$ cat src/rtl/sha_round_ctrl_if.sv
// Block handshake plus scheduler/compression control bundle for sha_round_ctrl.
// Latency: none, wires only.
// Backpressure: blk_valid/blk_ready carry upstream flow control; hold stalls the round sequence.
interface sha_round_ctrl_if #(
    parameter int BLOCK_W = 512,
    parameter int IDX_W   = 6
);
    logic               blk_valid;
    logic               blk_ready;
    logic               blk_first;
    logic [BLOCK_W-1:0] blk_data;
    logic               hold;
    logic               abort;
    logic [BLOCK_W-1:0] w_block;
    logic               w_init;
    logic               w_next;
    logic [IDX_W-1:0]   round_idx;
    logic               round_en;
    logic               digest_init;
    logic               wv_load;
    logic               digest_update;
    logic               done;
    logic               aborted;

    // Upstream padder / stall sources drive the block and control inputs.
    modport master (
        output blk_valid, blk_first, blk_data, hold, abort,
        input  blk_ready, w_block, w_init, w_next, round_idx, round_en,
               digest_init, wv_load, digest_update, done, aborted
    );

    // The controller sits on this side.
    modport slave (
        input  blk_valid, blk_first, blk_data, hold, abort,
        output blk_ready, w_block, w_init, w_next, round_idx, round_en,
               digest_init, wv_load, digest_update, done, aborted
    );
endinterface

$ cat src/rtl/sha_round_ctrl.sv
// SHA-256 single-block sequencer: registers a block, then strobes W scheduler and compression core.
// Latency: LOAD 1 cycle after handshake, NROUNDS round cycles (+1 per hold cycle), FINAL, then ready.
// Backpressure: blk_ready only in IDLE; hold freezes rounds; abort drops the block from LOAD/ROUNDS.
module sha_round_ctrl #(
    parameter int BLOCK_W = 512,
    parameter int NROUNDS = 64,
    parameter int IDX_W   = 6
) (
    input  logic              clk,
    input  logic              rst,
    sha_round_ctrl_if.slave   bus
);
    typedef enum logic [1:0] {IDLE, LOAD, ROUNDS, FINAL} state_t;

    localparam logic [IDX_W-1:0] LAST_IDX = IDX_W'(NROUNDS - 1);

    state_t             state_q;
    state_t             state_d;
    logic               first_q;
    logic               aborted_q;
    logic [IDX_W-1:0]   idx_q;
    logic [BLOCK_W-1:0] w_block_q;

    logic ready_c;
    logic w_init_c;
    logic wv_load_c;
    logic dinit_c;
    logic step_c;
    logic final_c;
    logic abort_take_c;

    // State register.
    always_ff @(posedge clk or posedge rst) begin
        if (rst) begin
            state_q <= IDLE;
        end else begin
            state_q <= state_d;
        end
    end

    // Next state and state-decoded strobes; abort outranks hold, FINAL always completes.
    always_comb begin
        state_d      = state_q;
        ready_c      = 1'b0;
        w_init_c     = 1'b0;
        wv_load_c    = 1'b0;
        dinit_c      = 1'b0;
        step_c       = 1'b0;
        final_c      = 1'b0;
        abort_take_c = 1'b0;
        case (state_q)
            IDLE: begin
                ready_c = 1'b1;
                if (bus.blk_valid) begin
                    state_d = LOAD;
                end
            end
            LOAD: begin
                w_init_c  = 1'b1;
                wv_load_c = 1'b1;
                dinit_c   = first_q;
                if (bus.abort) begin
                    abort_take_c = 1'b1;
                    state_d      = IDLE;
                end else begin
                    state_d = ROUNDS;
                end
            end
            ROUNDS: begin
                if (bus.abort) begin
                    abort_take_c = 1'b1;
                    state_d      = IDLE;
                end else if (!bus.hold) begin
                    step_c = 1'b1;
                    if (idx_q == LAST_IDX) begin
                        state_d = FINAL;
                    end
                end
            end
            FINAL: begin
                final_c = 1'b1;
                state_d = IDLE;
            end
            default: state_d = IDLE;
        endcase
    end

    // Block capture, round counter and abort pulse; the block register only loads on an IDLE handshake.
    always_ff @(posedge clk or posedge rst) begin
        if (rst) begin
            w_block_q <= '0;
            first_q   <= 1'b0;
            idx_q     <= '0;
            aborted_q <= 1'b0;
        end else begin
            aborted_q <= abort_take_c;
            if (ready_c && bus.blk_valid) begin
                w_block_q <= bus.blk_data;
                first_q   <= bus.blk_first;
                idx_q     <= '0;
            end else if (abort_take_c) begin
                idx_q <= '0;
            end else if (step_c) begin
                idx_q <= (idx_q == LAST_IDX) ? '0 : idx_q + 1'b1;
            end
        end
    end

    assign bus.blk_ready     = ready_c;
    assign bus.w_block       = w_block_q;
    assign bus.w_init        = w_init_c;
    assign bus.w_next        = step_c;
    assign bus.round_idx     = idx_q;
    assign bus.round_en      = step_c;
    assign bus.digest_init   = dinit_c;
    assign bus.wv_load       = wv_load_c;
    assign bus.digest_update = final_c;
    assign bus.done          = final_c;
    assign bus.aborted       = aborted_q;
endmodule
$ cat src/flat_wrapper.sv
// flat-port wrapper written by rule: the top's interface ports become plain ports
module sha_round_ctrl_flat 
#(
    parameter int BLOCK_W = 512,
    parameter int NROUNDS = 64,
    parameter int IDX_W   = 6
)
  (clk, rst, bus_blk_valid, bus_blk_first, bus_blk_data, bus_hold, bus_abort, bus_blk_ready, bus_w_block, bus_w_init, bus_w_next, bus_round_idx, bus_round_en, bus_digest_init, bus_wv_load, bus_digest_update, bus_done, bus_aborted);
  sha_round_ctrl_if #(.BLOCK_W(BLOCK_W), .IDX_W(IDX_W)) bus_i ();
  input  logic clk;
  input  logic rst;
  input wire logic [$bits(bus_i.blk_valid)-1:0] bus_blk_valid;
  input wire logic [$bits(bus_i.blk_first)-1:0] bus_blk_first;
  input wire logic [$bits(bus_i.blk_data)-1:0] bus_blk_data;
  input wire logic [$bits(bus_i.hold)-1:0] bus_hold;
  input wire logic [$bits(bus_i.abort)-1:0] bus_abort;
  output wire logic [$bits(bus_i.blk_ready)-1:0] bus_blk_ready;
  output wire logic [$bits(bus_i.w_block)-1:0] bus_w_block;
  output wire logic [$bits(bus_i.w_init)-1:0] bus_w_init;
  output wire logic [$bits(bus_i.w_next)-1:0] bus_w_next;
  output wire logic [$bits(bus_i.round_idx)-1:0] bus_round_idx;
  output wire logic [$bits(bus_i.round_en)-1:0] bus_round_en;
  output wire logic [$bits(bus_i.digest_init)-1:0] bus_digest_init;
  output wire logic [$bits(bus_i.wv_load)-1:0] bus_wv_load;
  output wire logic [$bits(bus_i.digest_update)-1:0] bus_digest_update;
  output wire logic [$bits(bus_i.done)-1:0] bus_done;
  output wire logic [$bits(bus_i.aborted)-1:0] bus_aborted;
  assign bus_i.blk_valid = bus_blk_valid;
  assign bus_i.blk_first = bus_blk_first;
  assign bus_i.blk_data = bus_blk_data;
  assign bus_i.hold = bus_hold;
  assign bus_i.abort = bus_abort;
  assign bus_blk_ready = bus_i.blk_ready;
  assign bus_w_block = bus_i.w_block;
  assign bus_w_init = bus_i.w_init;
  assign bus_w_next = bus_i.w_next;
  assign bus_round_idx = bus_i.round_idx;
  assign bus_round_en = bus_i.round_en;
  assign bus_digest_init = bus_i.digest_init;
  assign bus_wv_load = bus_i.wv_load;
  assign bus_digest_update = bus_i.digest_update;
  assign bus_done = bus_i.done;
  assign bus_aborted = bus_i.aborted;
  sha_round_ctrl #(.BLOCK_W(BLOCK_W), .NROUNDS(NROUNDS), .IDX_W(IDX_W)) u_core (.clk(clk), .rst(rst), .bus(bus_i));
endmodule
$ cat config.mk
export PLATFORM = sky130hd
export DESIGN_NAME = sha_round_ctrl_flat
export DESIGN_NICKNAME = d
export VERILOG_FILES = /design/src/rtl/sha_round_ctrl_if.sv /design/src/rtl/sha_round_ctrl.sv /design/src/flat_wrapper.sv
export SDC_FILE = /design/constraint.sdc
export NUM_CORES = 1
export LEC_CHECK = 0
export ABC_AREA = 1
export BUFFER_PORTS_ARGS = -buffer_cell sky130_fd_sc_hd__buf_2
export CAP_MARGIN = 0
export CORE_AREA = 4 4 408 410
export CTS_CLUSTER_SIZE = 16
export DETAILED_ROUTE_END_ITERATION = 10
export DIE_AREA = 0 0 412 414
export PLACE_DENSITY = 0.32
export SYNTH_ARGS = -nofsm -noshare
export SYNTH_HDL_FRONTEND = slang
export SYNTH_SLANG_ARGS = --single-unit
$ cat constraint.sdc
create_clock -name clk -period 18.4 [get_ports clk]
set_input_delay 1.84 -clock clk [delete_from_list [all_inputs] [get_ports clk]]
set_output_delay 1.84 -clock clk [all_outputs]
set_load 0.02 [all_outputs]
After elaboration in Yosys (flattened, before gate mapping):

Index checks and enable logic that the tools add are counted.

* flip-flop bits (word level): 522
* bits in latches: 0
* bits in writable memories: 0
* bits in read-only memories: 0
* input port bits: 518
* output and inout port bits: 527
* word-level logic and storage cells: 37
* memories: 0

* add/sub/neg operators: 1
* multiply operators: 0
* div/mod/pow operators: 0
* order comparisons: 0
* eq/ne operators: 7
* shifts and indexed selects: 0
* multiplexer cells: 19
* bitwise logic cells: 0
* reductions and logical operators: 5

Operators with widths (number)
* $mux W6: 4
* $mux W2: 5
* $mux W1: 9
* $pmux W2 S4: 1
* $add A6 B1 Y6 const B: 1
* $eq A6 B6 Y1 const B: 1
* $eq A2 B2 Y1 const B: 2
* $ne A3 B2 Y1 const B: 1
* $ne A3 B3 Y1 const B: 1
* $reduce_and A3 Y1: 1
* $reduce_bool A3 Y1: 1
* $eq A2 B1 Y1 const B: 1
* $logic_not A2 Y1: 1
* $ne A2 B2 Y1 const B: 1
* $reduce_or A2 Y1: 1
* $logic_and A1 B1 Y1: 1

Depth between registers and ports, before layout:

* depth after elaboration: 6
* depth in mapped cells: 10
* depth with buffers taken out: 10

Worst setup path after synthesis:

No wires, ideal clock.

* path type: input -> output
* from: input port bus_hold
* to: output port bus_w_next
* arrival: 2.428 ns
* data required time: 16.560 ns
* setup slack: 14.132 ns
* cell stages on the path: 4
* buffers on the path: 1
* cells stage by stage: inv_1 nand3_1 inv_1 buf_4

* longest elaborated chain between the ends: 3

RTL lines
* start, declared: line flat_wrapper.sv:15 `input wire logic [$bits(bus_i.hold)-1:0] bus_hold;`
* $mux W1: line sha_round_ctrl.sv:73 `end else if (!bus.hold) begin`
* $mux W1: line sha_round_ctrl.sv:70 `if (bus.abort) begin`
* $mux W1: line sha_round_ctrl.sv:51 `case (state_q)`
* end, declared: line flat_wrapper.sv:20 `output wire logic [$bits(bus_i.w_next)-1:0] bus_w_next;`

No other way between the ends.

Final worst setup path:

* from: input port bus_blk_valid
* to: register u_core.w_block_q[490], in the netlist u_core.bus.w_block[490]

* longest elaborated chain between the ends: 1

RTL lines
* start, declared: line flat_wrapper.sv:12 `input wire logic [$bits(bus_i.blk_valid)-1:0] bus_blk_valid;`
* $logic_and A1 B1 Y1: line sha_round_ctrl.sv:97 `if (ready_c && bus.blk_valid) begin`
* end signal, assigned: line sha_round_ctrl.sv:98 `w_block_q <= bus.blk_data;`
* end, declared: line sha_round_ctrl.sv:22 `logic [BLOCK_W-1:0] w_block_q;`

No other way between the ends.
A chain may end at the register's enable or synchronous reset.

==> results.json <==
{
  "dp_hpwl_mm": 85.6,
  "fill_cells": 18018,
  "viasPerCell": 3.20,
  "crit_path_cell_trace": "buf_2, nand2_8, buf_12, buf_4, buf_4, mux2_2",
  "start_util_pct": 12.2,
  "p_leak_nw": 13.9,
  "die-width_um": 412,
  "num_rows": 148,
  "slew_headroom_pct": 23.5,
  "synth_common_cells": "522 x dfrtp_1, 513 x mux2_2, 52 x buf_6, 25 x nand2_1, 16 x inv_1",
  "worst-path-max-fanout": 140,
  "postCtsHoldBufs": 0,
  "post_drt_wl_per_cell_um": 23.2,
  "grt_pass1_wl_mm": 139,
  "cts_root_buffer": "clkbuf_16",
  "cp_data_arrival_time_ns": 5.51,
  "drc": 0,
  "fin_crit_ns": 5.00,
  "coreArea_um2": 162000,
  "numPortBuffers": 1044,
  "cp.required_ns": 18.92,
  "grt_util_met2_pct": 22.0,
  "clock_path_buffers": 3,
  "skew_ns": 0.0190,
  "synth.largest_area_cell": "dfrtp_1",
  "htreeDepth": 3,
  "critPathKind": "input pin to flop",
  "grt_use_met3_pct": 6.23,
  "dieArea_um2": 171000,
  "ys_types": 16,
  "synth_seq_cells": 522,
  "cts_tree": "yes",
  "syn_area_um2": 19800,
  "finalPower_mw": 6.21,
  "status": "complete, no violations",
  "max_cap_violations": 0,
  "drt-initial-drc-count": 476,
  "yosysWarnings": 0,
  "crit_buf_inv": 4,
  "ys_top_cells_by_area": "dfrtp_1 66%, mux2_2 29%, buf_6 3.0%, nand2_1 0.47%, ha_1 0.38%",
  "period_share_pct": 27.2,
  "end_kind": "flop",
  "dieHeight_um": 414,
  "path_common_cell": "buf_4",
  "cts-buffers-inserted": 72,
  "area_growth_pct": 50.1,
  "finalMaxSlewViolations": 0,
  "place_area_um2": 27300,
  "worst_pin_slew_ns": 1.15,
  "setup_viol": 0,
  "detail_route.first_pass.iterations": 4,
  "grt_max_degree": 141,
  "pin_count": 1045,
  "crit_family": "buffers and inverters",
  "postCtsSetupBuffers": 0,
  "yosysSeqAreaShare_pct": 65.9,
  "routabilityCongestion": 0.757,
  "final_layout_size_suffix_gt1_share_pct": 73.1,
  "hold_path_class": "flop to flop",
  "antenna_found_initial": 98,
  "postSynthCellCount": 1166,
  "synth_nets": 1690,
  "yosys_most_used_dff": "dfrtp_1",
  "grt_use_met1_pct": 11.6,
  "final_util_pct": 18.3,
  "synth-edff-count": 0,
  "clock_sinks": 522,
  "hold_ws_ns": 0.495,
  "clk_pin_slew_worst_paths_ns": 0.06,
  "synth_area_per_cell_um2": 17.0,
  "clk_latency_ns": 0.65,
  "fmax_ghz": 0.200,
  "grt_pass1_vias": 15393,
  "cts_resized": 0,
  "finalInstanceArea_um2": 29800,
  "final_hold_viol_count": 0,
  "rsz0062_at_grt": "false",
  "worstSetupStartpointType": "input pin",
  "grt_usage_pct": 11.8,
  "async_flop_share_pct": 100,
  "vias": 14395,
  "ant_nets": 0,
  "routed_wl_mm": 105,
  "fin_nets": 2762,
  "gr-max-usage-layer": "met2",
  "crit_path_max_incr_delay_ns": 0.81,
  "cp_slowest_cell": "buf_4",
  "vdd_ir_drop_max_uv": 76.8,
  "post-synth-top-area-fraction_pct": 65.9,
  "finalSetupTns_ns": 0,
  "synth.most_common_cell": "dfrtp_1",
  "grt_overflow": 0,
  "powerDensity_nw_per_um2": 209
}
layout make-up:
| class | count | area (µm²) | share of cell area (%) |
|---|---|---|---|
| sequential | 522 | 13100 | 43.9 |
| multi-input combinational | 569 | 6080 | 20.4 |
| timing repair buffer | 1057 | 5350 | 18.0 |
| tap | 2175 | 2720 | 9.15 |
| clock buffer | 113 | 2130 | 7.15 |
| clock inverter | 14 | 256 | 0.862 |
| antenna | 36 | 90.1 | 0.303 |
| inverter | 16 | 67.6 | 0.227 |
power by group:
group | internal (mW) | total, mW | leakage [nW] | switching [mW]
logic | 1.05 | 2.76 | 6.59 | 1.71
registers | 1.74 | 2.03 | 6.15 | 0.293
clock network | 0.843 | 1.42 | 1.15 | 0.578
per-stage QoR:
step,setup slack [ns],instances
6_report,13.40,4502
5_1_grt,13.31,4471
4_1_cts,13.48,4466
3_5_place_dp,12.75,4339
3_3_place_gp,12.67,4339
2_1_floorplan,1.98,1166
path summary, 6_finish.rpt:
kind	start	endpoint	slack, ns	depth (start not counted)
max in group asynchronous	rst	u_core.bus.w_block[202]	15.00	4
max reg2reg	u_core.state_q[0]	u_core.bus.w_block[490]	13.90	7
min	u_core.bus.w_block[152]	u_core.bus.w_block[152]	0.50	1
min in group asynchronous	rst	u_core.bus.w_block[147]	1.30	2
max	bus_blk_valid	u_core.bus.w_block[490]	13.40	6
min reg2reg	u_core.bus.w_block[152]	u_core.bus.w_block[152]	0.50	1
sequential cells by signal, summed over array words and instances, names as in the netlist:
signal / cells
u_core.bus.w_block: 512
u_core.bus.round_idx: 6
u_core.state_q: 2
u_core.bus.aborted: 1
u_core.first_q: 1
per-layer routing:
layer  up-vias  wire length [µm]
met3       195             12200
met2       647             54900
li1       6290                 -
met4        80              1800
met1      7183             35100
met5         -               533
logic make-up (layout without fill, tap and decap cells):
logic type	count (synthesis)	count (layout)	synth area share [%]
other	0	36	0
adder cells (fa/ha/maj)	6	6	0.379
buffers and inverters	75	1200	3.47
flip-flops	522	522	65.9
AO/OA/AOI/OAI	7	7	0.177
multiplexers	513	513	29.2
AND/OR/NAND/NOR	43	43	0.903
worst reg2reg max path: stages (launching register included):
cell	delay [ns]
dfrtp_1	0.40
inv_1	0.10
ha_1	0.31
nand2_8	0.50
buf_12	0.51
buf_4	1.22
buf_4	0.84
mux2_2	0.51
cell usage in the layout (no fill, tap or decap), types with 7 or more instances in the layout:
cell type	synthesis	final
inv_1	16	15
dfrtp_1	522	522
nand3_1	7	7
buf_2	4	1044
diode_2	0	36
mux2_2	513	513
buf_4	3	11
clkbuf_1	0	25
nor2_1	7	7
clkbuf_16	0	73
nand2_1	25	25
clkbuf_8	0	15
(Power assumes the default switching activity.)
